==> src/rtl/alu_mdu_pkg.sv <==
// rtl/alu_mdu_pkg.sv - shared types and encodings for the execute-stage ALU/MDU
// Contents: ALUOp encodings, alu_op_e (decoded operation), state_e (exec FSM),
//           is_mul/is_div classification helpers.
package alu_mdu_pkg;

  localparam logic [1:0] ALUOP_ADD   = 2'b00;
  localparam logic [1:0] ALUOP_SUB   = 2'b01;
  localparam logic [1:0] ALUOP_FUNCT = 2'b10;
  localparam logic [1:0] ALUOP_RSVD  = 2'b11;

  typedef enum logic [4:0] {
    OP_ADD, OP_SUB, OP_SLL, OP_SLT, OP_SLTU, OP_XOR, OP_SRL, OP_SRA, OP_OR, OP_AND,
    OP_MUL, OP_MULH, OP_MULHSU, OP_MULHU, OP_DIV, OP_DIVU, OP_REM, OP_REMU, OP_ILLEGAL
  } alu_op_e;

  typedef enum logic [1:0] {S_IDLE, S_MUL, S_DIV, S_DONE} state_e;

  function automatic logic is_mul(alu_op_e op);
    return (op == OP_MUL) || (op == OP_MULH) || (op == OP_MULHSU) || (op == OP_MULHU);
  endfunction

  function automatic logic is_div(alu_op_e op);
    return (op == OP_DIV) || (op == OP_DIVU) || (op == OP_REM) || (op == OP_REMU);
  endfunction

endpackage

==> src/rtl/alu_op_decode.sv <==
// rtl/alu_op_decode.sv - combinational ALUOp/funct decode to alu_op_e
// Ports: ALUOp, funct3, funct7b5, funct7b0, Opb5 in; op out (OP_ILLEGAL for
//        reserved ALUOp or M encodings when EN_M=0).
module alu_op_decode
  import alu_mdu_pkg::*;
#(
  parameter bit EN_M = 1'b1
) (
  input  logic [1:0] ALUOp,
  input  logic [2:0] funct3,
  input  logic       funct7b5,
  input  logic       funct7b0,
  input  logic       Opb5,
  output alu_op_e    op
);

  always_comb begin
    op = OP_ILLEGAL;
    case (ALUOp)
      ALUOP_ADD: op = OP_ADD;
      ALUOP_SUB: op = OP_SUB;
      ALUOP_FUNCT: begin
        if (Opb5 & funct7b0) begin
          if (EN_M) begin
            case (funct3)
              3'b000:  op = OP_MUL;
              3'b001:  op = OP_MULH;
              3'b010:  op = OP_MULHSU;
              3'b011:  op = OP_MULHU;
              3'b100:  op = OP_DIV;
              3'b101:  op = OP_DIVU;
              3'b110:  op = OP_REM;
              default: op = OP_REMU;
            endcase
          end
        end else begin
          case (funct3)
            3'b000:  op = (Opb5 & funct7b5) ? OP_SUB : OP_ADD;
            3'b001:  op = OP_SLL;
            3'b010:  op = OP_SLT;
            3'b011:  op = OP_SLTU;
            3'b100:  op = OP_XOR;
            3'b101:  op = funct7b5 ? OP_SRA : OP_SRL;
            3'b110:  op = OP_OR;
            default: op = OP_AND;
          endcase
        end
      end
      default: op = OP_ILLEGAL;
    endcase
  end

endmodule

==> src/rtl/alu_mdu_exec.sv <==
// rtl/alu_mdu_exec.sv - execute-stage ALU with iterative radix-2 multiply/divide
// Ports: clk, reset (async, active-high); in_valid/in_ready + ALUOp, funct3,
//        funct7b5, funct7b0, Opb5, srca, srcb on the input side;
//        out_valid/out_ready + result, zero, illegal on the output side.
module alu_mdu_exec
  import alu_mdu_pkg::*;
#(
  parameter int XLEN = 32,
  parameter bit EN_M = 1'b1
) (
  input  logic            clk,
  input  logic            reset,
  input  logic            in_valid,
  output logic            in_ready,
  input  logic [1:0]      ALUOp,
  input  logic [2:0]      funct3,
  input  logic            funct7b5,
  input  logic            funct7b0,
  input  logic            Opb5,
  input  logic [XLEN-1:0] srca,
  input  logic [XLEN-1:0] srcb,
  output logic            out_valid,
  input  logic            out_ready,
  output logic [XLEN-1:0] result,
  output logic            zero,
  output logic            illegal
);

  localparam int SW = $clog2(XLEN);
  localparam logic [XLEN-1:0] XMIN = {1'b1, {(XLEN-1){1'b0}}};

  state_e          state;
  alu_op_e         dec_op, op_q;
  logic [SW-1:0]   cnt;
  // hi/lo: product (hi:lo) for MUL; remainder (hi) and dividend->quotient (lo) for DIV
  logic [XLEN-1:0] hi, lo, opnd;
  logic            neg_q, rneg_q;

  alu_op_decode #(.EN_M(EN_M)) u_dec (
    .ALUOp(ALUOp), .funct3(funct3), .funct7b5(funct7b5),
    .funct7b0(funct7b0), .Opb5(Opb5), .op(dec_op)
  );

  assign in_ready  = (state == S_IDLE) | ((state == S_DONE) & out_ready);
  assign out_valid = (state == S_DONE);

  logic accept;
  assign accept = in_valid & in_ready;

  // Operand signs and magnitudes at accept
  logic            a_neg, b_neg, div_zero, div_ovf, fast;
  logic [XLEN-1:0] mag_a, mag_b, one_res;
  logic [SW-1:0]   shamt;

  always_comb begin
    a_neg    = srca[XLEN-1] & ((dec_op == OP_MULH) | (dec_op == OP_MULHSU) |
                               (dec_op == OP_DIV) | (dec_op == OP_REM));
    b_neg    = srcb[XLEN-1] & ((dec_op == OP_MULH) | (dec_op == OP_DIV) | (dec_op == OP_REM));
    mag_a    = a_neg ? -srca : srca;
    mag_b    = b_neg ? -srcb : srcb;
    div_zero = (srcb == '0);
    div_ovf  = ((dec_op == OP_DIV) | (dec_op == OP_REM)) & (srca == XMIN) & (&srcb);
    fast     = div_zero | div_ovf;
    shamt    = srcb[SW-1:0];
  end

  // Single-cycle results, including the divide special cases
  always_comb begin
    one_res = '0;
    case (dec_op)
      OP_ADD:            one_res = srca + srcb;
      OP_SUB:            one_res = srca - srcb;
      OP_SLL:            one_res = srca << shamt;
      OP_SLT:            one_res = {{(XLEN-1){1'b0}}, $signed(srca) < $signed(srcb)};
      OP_SLTU:           one_res = {{(XLEN-1){1'b0}}, srca < srcb};
      OP_XOR:            one_res = srca ^ srcb;
      OP_SRL:            one_res = srca >> shamt;
      OP_SRA:            one_res = $unsigned($signed(srca) >>> shamt);
      OP_OR:             one_res = srca | srcb;
      OP_AND:            one_res = srca & srcb;
      OP_DIV, OP_DIVU:   one_res = div_ovf ? XMIN : '1;
      OP_REM, OP_REMU:   one_res = div_ovf ? '0 : srca;
      default:           one_res = '0;
    endcase
  end

  // One iteration step of shift-add multiply or restoring divide
  logic [XLEN:0]   mul_sum, div_sh;
  logic [XLEN-1:0] hi_n, lo_n, q_fin, r_fin, fin_res;
  logic [2*XLEN-1:0] prod, sprod;
  logic            div_ge;

  always_comb begin
    mul_sum = {1'b0, hi} + (lo[0] ? {1'b0, opnd} : '0);
    div_sh  = {hi, lo[XLEN-1]};
    div_ge  = div_sh >= {1'b0, opnd};
    if (state == S_MUL) begin
      hi_n = mul_sum[XLEN:1];
      lo_n = {mul_sum[0], lo[XLEN-1:1]};
    end else begin
      // when div_ge the difference is below opnd, so the low XLEN bits suffice
      hi_n = div_ge ? (div_sh[XLEN-1:0] - opnd) : div_sh[XLEN-1:0];
      lo_n = {lo[XLEN-2:0], div_ge};
    end
    prod  = {hi_n, lo_n};
    sprod = neg_q ? -prod : prod;
    q_fin = neg_q ? -lo_n : lo_n;
    r_fin = rneg_q ? -hi_n : hi_n;
    case (op_q)
      OP_MUL:                       fin_res = sprod[XLEN-1:0];
      OP_MULH, OP_MULHSU, OP_MULHU: fin_res = sprod[2*XLEN-1:XLEN];
      OP_DIV, OP_DIVU:              fin_res = q_fin;
      OP_REM, OP_REMU:              fin_res = r_fin;
      default:                      fin_res = '0;
    endcase
  end

  always_ff @(posedge clk or posedge reset) begin
    if (reset) begin
      state   <= S_IDLE;
      op_q    <= OP_ADD;
      cnt     <= '0;
      hi      <= '0;
      lo      <= '0;
      opnd    <= '0;
      neg_q   <= 1'b0;
      rneg_q  <= 1'b0;
      result  <= '0;
      zero    <= 1'b0;
      illegal <= 1'b0;
    end else begin
      case (state)
        S_IDLE, S_DONE: begin
          if (accept) begin
            op_q <= dec_op;
            cnt  <= '0;
            if (is_mul(dec_op)) begin
              hi    <= '0;
              lo    <= mag_b;
              opnd  <= mag_a;
              neg_q <= a_neg ^ b_neg;
              state <= S_MUL;
            end else if (is_div(dec_op) && !fast) begin
              hi     <= '0;
              lo     <= mag_a;
              opnd   <= mag_b;
              neg_q  <= a_neg ^ b_neg;
              rneg_q <= a_neg;
              state  <= S_DIV;
            end else begin
              result  <= one_res;
              zero    <= (one_res == '0);
              illegal <= (dec_op == OP_ILLEGAL);
              state   <= S_DONE;
            end
          end else if (state == S_DONE && out_ready) begin
            state <= S_IDLE;
          end
        end
        S_MUL, S_DIV: begin
          hi  <= hi_n;
          lo  <= lo_n;
          cnt <= cnt + 1'b1;
          if (cnt == SW'(XLEN-1)) begin
            result  <= fin_res;
            zero    <= (fin_res == '0);
            illegal <= 1'b0;
            state   <= S_DONE;
          end
        end
        default: state <= S_IDLE;
      endcase
    end
  end

endmodule

==> config.mk <==
export PLATFORM = sky130hd
export DESIGN_NAME = alu_mdu_exec
export DESIGN_NICKNAME = d
export VERILOG_FILES = /design/src/rtl/alu_mdu_pkg.sv /design/src/rtl/alu_op_decode.sv /design/src/rtl/alu_mdu_exec.sv
export SDC_FILE = /design/constraint.sdc
export NUM_CORES = 1
export LEC_CHECK = 0
export ABC_AREA = 1
export CAP_MARGIN = 20
export CELL_PAD_IN_SITES_DETAIL_PLACEMENT = 1
export CELL_PAD_IN_SITES_GLOBAL_PLACEMENT = 2
export CORE_MARGIN = 8
export CORE_UTILIZATION = 30
export DETAILED_ROUTE_END_ITERATION = 6
export GPL_ROUTABILITY_DRIVEN = 0
export GPL_TIMING_DRIVEN = 0
export HOLD_SLACK_MARGIN = 0.15
export PLACE_DENSITY = 0.82
export SYNTH_ARGS = -nofsm -noshare
export SYNTH_HDL_FRONTEND = slang
export SYNTH_SLANG_ARGS = --single-unit
==> constraint.sdc <==
create_clock -name clk -period 5.95 [get_ports clk]
set_clock_uncertainty 0.1 [all_clocks]
set_input_delay 1.4875 -clock clk [delete_from_list [all_inputs] [get_ports clk]]
set_output_delay 1.4875 -clock clk [all_outputs]
set_load 0.01 [all_outputs]
# == Word level (Yosys, flattened, before mapping) ==
# Cells that the tools add are included.
# op_classes
order_cmp,3
n_bitwise,21
add_sub_neg,10
reduce_logical,31
muxes,54
n_shift,3
n_eq_ne,45
# op_table
cell,count
$mux 32,21
$pmux 32 s12,1
$pmux 32 s2,3
$neg 32->32,4
$pmux 32 s4,1
$logic_not 32->1,3
$eq 5x4->1 const B,14
$pmux 5 s7,2
$lt 32x32->1,2
$mux 64,1
$neg 64->64,1
$sub 32x32->32,2
$add 32x32->33,1
$ge 33x32->1,1
$add 32x32->32,1
$and 32x32->32,1
$eq 32x32->1 const B,1
$or 32x32->32,1
$reduce_and 32->1,1
$shl 32x5->32,1
$shr 32x5->32,1
$sshr 32x5->32,1
$xor 32x32->32,1
$mux 31,1
35 further kinds,100
# totals
elab_cells,178
output_inout_bits,36
register_bits,144

# == Depth between registers and ports, before layout ==
# depth
word_depth,16
mapped_depth,38
mapped_depth_nobuf,38

# == By module ==
# A second synthesis with hierarchy kept.
# unflattened
hier_cells,4815
area_unflattened_um2,26810.7
# by_module_without_submodules
module,area_per_inst_um2,n_inst,seq_area_each_um2,cells_per_inst
alu_mdu_exec,26670.6,1,3603.5,4783
alu_op_decode,140.1,1,0.0,32

# == Least setup slack after synthesis ==
# OpenSTA, ideal clock, no wires.
# synth_path
path_kind,in2reg
start,in srcb[2]
end,reg zero
cell_stages,27
setup_ns,0.077
path_slack_ns,0.863
arrival_ns,4.910
t_required_ns,5.773
cell_sequence,buf_2 > inv_2 > clkbuf_1 > clkbuf_1 > clkbuf_1 > ha_1 > inv_1 > nand2_1 > a21oi_1 > a21oi_1 > o21ai_1 > a21oi_1 > o21ai_1 > nand2_1 > nand2_1 > nand2_1 > nand3_1 > nand2_1 > nor2_1 > nand3_1 > nor2_1 > nand2_1 > nor2_1 > nand2_1 > nor2_1 > a21oi_1 > a21oi_1
# synth_via
elab_chain_cells,9
word_cells_on_any_way,26
# synth_rtl
item,line_no,source
from (decl),alu_mdu_exec.sv:21,"input logic [XLEN-1:0] srcb,"
branches (longest 9 deep; another with $sub 32x32->32),--,
to (signal assigned),alu_mdu_exec.sv:152,zero <= (one_res == '0);
to (signal assigned),alu_mdu_exec.sv:166,zero <= (fin_res == '0);
to (decl),alu_mdu_exec.sv:25,"output logic zero,"
# Several ways; the timed one is not identified. The select of a mux whose other input is x is not followed.
# A chain may end at the register's enable or synchronous reset.

# == Worst setup path after layout ==
# layout_path
start,in srca[23]
end,reg zero
# layout_via
elab_chain_cells,10
word_cells_on_any_way,26
# layout_rtl
item,line_no,source
from (decl),alu_mdu_exec.sv:20,"input logic [XLEN-1:0] srca,"
branches (longest 10 deep; another with $sub 32x32->32),--,
# Several ways; the timed one is not identified. The select of a mux whose other input is x is not followed.

==> flow_summary_export.csv <==
group,metric,value,unit
grt,antenna_found_initial,3,
power_and_ir_drop,p_leak,0.0152,uW
power_and_ir_drop,swShare,66.7,%
clock_network,cts.sinks,144,
place,pre_cts_ws,-1.95,ns
synth,synth_top_area_share,18.0,%
grt,track_usage,32.4,%
synth,synth_cells,4980,
synth,synthFlopType,"dfrtp_1",
clock_network,clock_latency,0.49,ns
hold_path,whs_path_depth,1,
finish,fin_area,0.0308,mm^2
finish,area_growth,12.7,%
timing,slew_viol_final,0,
synth,synth_most_common_cell,"nand2_1",
detailed_routing,drt_iter0_drc,3457,
critical_path,critPathLaunchType,"input port",
timing,setup-violations-final,1,
detailed_routing,vias_per_cell,5.78,
critical_path,crit_fanout,10,
run_status,violations,"negative setup slack",
timing,worstMarginPinSlew,1.16,ns
finish,multi_input_area,0.0205,mm^2
synth,synth_fp_nets,5231,
grt,grt_pass1_wl,246000,um
timing,max_slew_margin,22.1,%
clock_network,cts_hold_buf,0,
clock_network,cts.clk_slew.worst_paths,0.08,ns
place,dpl_cell_area,0.0300,mm^2
finish,nets,5366,
synth,async_reset_ff_share,100,%
synth,synth_area_leaders,"nand2_1 18%, dfrtp_1 13%, o21ai_0 8.8%",
floorplan,fp.dieW,318,um
detailed_routing,remaining_drc_errors,0,
critical_path,critical_path_required,6.27,ns
floorplan,dieArea,0.101,mm^2
critical_path,worstSetupEndpointType,"register",
timing,setup_ws,-0.171,ns
power_and_ir_drop,combPwrFrac,81.7,%
place,dp.cells,6268,
detailed_routing,drt-total-wl,171000,um
clock_network,cts_max_path_buffers,2,
synth,synth_seq_area_share,13.2,%
finish,fillers,12349,
synth,synth_cell_types,60,
finish,ff_latch_area,0.00360,mm^2
detailed_routing,drtPass1Iterations,6,
critical_path,critPathKind,"in -> reg",
floorplan,io_pins,112,
finish,finalNonFillerCells,6307,
clock_network,cts-buffers-inserted,17,
place,hpwl,145000,um
floorplan,std_cell_rows,110,
power_and_ir_drop,power,16900,uW
clock_network,root_buffer,"clkbuf_16",
floorplan,fp.coreArea,0.0901,mm^2
critical_path,arrival,6.44,ns
floorplan,die_h,318,um
timing,finalCritPeriodShare,103,%
grt,grt_start_max_net_pins,74,
run_status,status,"finished with violations",
synth,post-synth-top-area-cell,"nand2_1",
synth,syn_area_per_cell,5.49,um^2
detailed_routing,wl_per_cell,27.1,um
clock_network,cts_tree,"done",
synth,synth_edf_count,0,
detailed_routing,drtAntennaViolNets,0,
timing,hold_violations,0,
timing,period_minus_slack,6.12,ns
finish,drive_gt1_share,5.42,%
synth,synthesis.area,0.0274,mm^2
power_and_ir_drop,p_seq_share,11.5,%
place,portBuffers,111,
power_and_ir_drop,power_frac_clock,6.8,%
detailed_routing,vias,36428,
power_and_ir_drop,p_sw,11300,uW
clock_network,cts-htree-levels,4,
grt,grt_overflow,0,
timing,clock.fmax,163,MHz
synth,synth_seq_cells,144,
timing,rsz0062_at_grt,"yes",
synth,synth_common_cells,"1312 x nand2_1, 635 x nor2_1, 630 x inv_1",
floorplan,start_util,30.3,%
power_and_ir_drop,powerDensity,548,mW/mm^2
critical_path,reg2reg_depth,32,
job,cap_violations,0,
power_and_ir_drop,ir_drop,304,uV
synth,ys_warn_count,0,
power_and_ir_drop,p_int,5620,uW
grt,grt_pass1_vias,35788,
hold_path,hold_path.class,"reg -> reg",
## metrics by stage
step	utilization (%)	TNS, ns	hold slack (ns)
2_1_floorplan	-	0	0.351
3_3_place_gp	33.2	-343.94	0.367
3_5_place_dp	33.2	-73.81	0.370
4_1_cts	34.0	0	0.393
5_1_grt	34.2	-0.244	0.408
6_report	34.2	-0.171	0.384
## sequential cells by signal, indices dropped and copies added, names as in the netlist
signal / cells
op_q: 5
neg_q: 1
rneg_q: 1
state: 2
cnt: 5
hi: 32
result: 32
zero: 1
illegal: 1
opnd: 32
lo: 32
## area by class of cell
cell class / count / share of cell area, %
plain buffers: 206 / 2.99
multi-input cells: 3959 / 66.5
inverters: 667 / 8.19
repair buffers: 120 / 3.87
well taps: 1176 / 4.77
clock buffers: 17 / 1.38
diodes: 3 / 0.0244
clock inverters: 15 / 0.609
flip-flops and latches: 144 / 11.7
## final timing paths
path	from	endpoint	slack, ns
setup / recovery	srca[23]	zero	-0.17
hold / removal	cnt[3]	cnt[3]	0.38
setup reg to reg	lo[0]	zero	0.22
hold reg to reg	cnt[3]	cnt[3]	0.38
max in group asynchronous	reset	cnt[0]	3.43
min in group asynchronous	reset	opnd[31]	1.42
## worst max-delay path, stage by stage
cell and delay (ns):
clkdlybuf4s50_1 0.89, inv_1 0.44, ha_1 0.75, nand2_1 0.29
nor4_1 0.45, nand3_1 0.15, nand3_1 0.18, inv_1 0.10
o21ai_0 0.20, a21oi_1 0.08, o21ai_0 0.13, nand2_2 0.22
nor2_1 0.14, nand2_1 0.13, nor2_1 0.12, nand2_1 0.07
nor2_1 0.08, nand2_1 0.06, nor2_1 0.17, a21oi_1 0.12
a21oi_1 0.16
## kinds of logic after synthesis
group,share of synthesized area [%]
AO/OA/AOI/OAI,21.4
XOR/XNOR,3.11
adder cells (fa/ha/maj),8.11
buffers and inverters,12.4
flip-flops,13.2
multiplexers,0.476
AND/OR/NAND/NOR,41.3
## placed cells by master, fill, tap and decap left out, drive strengths merged, types with 5 or more instances in the layout
master / n
a221oi: 6
nor3: 53
o31ai: 13
inv: 660
nand3: 410
nor4: 17
clkbuf: 170
clkinv: 17
clkinvlp: 5
clkdlybuf4s50: 91
a22o: 5
o21ai: 531
o21a: 11
a21oi: 304
nand3b: 13
dfrtp: 144
nand2: 1345
and2: 5
o21bai: 13
o211ai: 17
and3: 5
nor2: 677
xnor2: 10
dlymetal6s2s: 9
buf: 67
mux2i: 13
xor2: 87
o22ai: 68
a211oi: 16
or2: 9
nand4: 78
o221ai: 39
ha: 171
a31oi: 26
## power by group through the flow
stage | combinational (uW) | clock, uW | sequential (uW)
after floorplan | 8430 | 0 | 1680
after global placement | 13100 | 0 | 1920
after detailed placement | 13300 | 0 | 1930
after CTS | 13400 | 1150 | 1910
after global routing | 14800 | 1180 | 1960
final | 13800 | 1140 | 1940
## what timing repair did
item,4_1_cts,5_1_grt
hold endpoints to repair,0,0
endpoints found under the setup margin,57,41
buffers inserted,1,7
pin swaps,1,2
gates resized for setup,56,49
## routing by layer
metal | track usage [%] | up-vias | share of wire [%]
met3 | 6.06 | 572 | 8.0
li1 | - | 16582 | -
met1 | 39.2 | 17525 | 40
met5 | 0 | - | 0.0070
met2 | 51.1 | 1747 | 43
met4 | 23.8 | 2 | 9.2
Note: power is estimated with default switching activity, not from simulation.
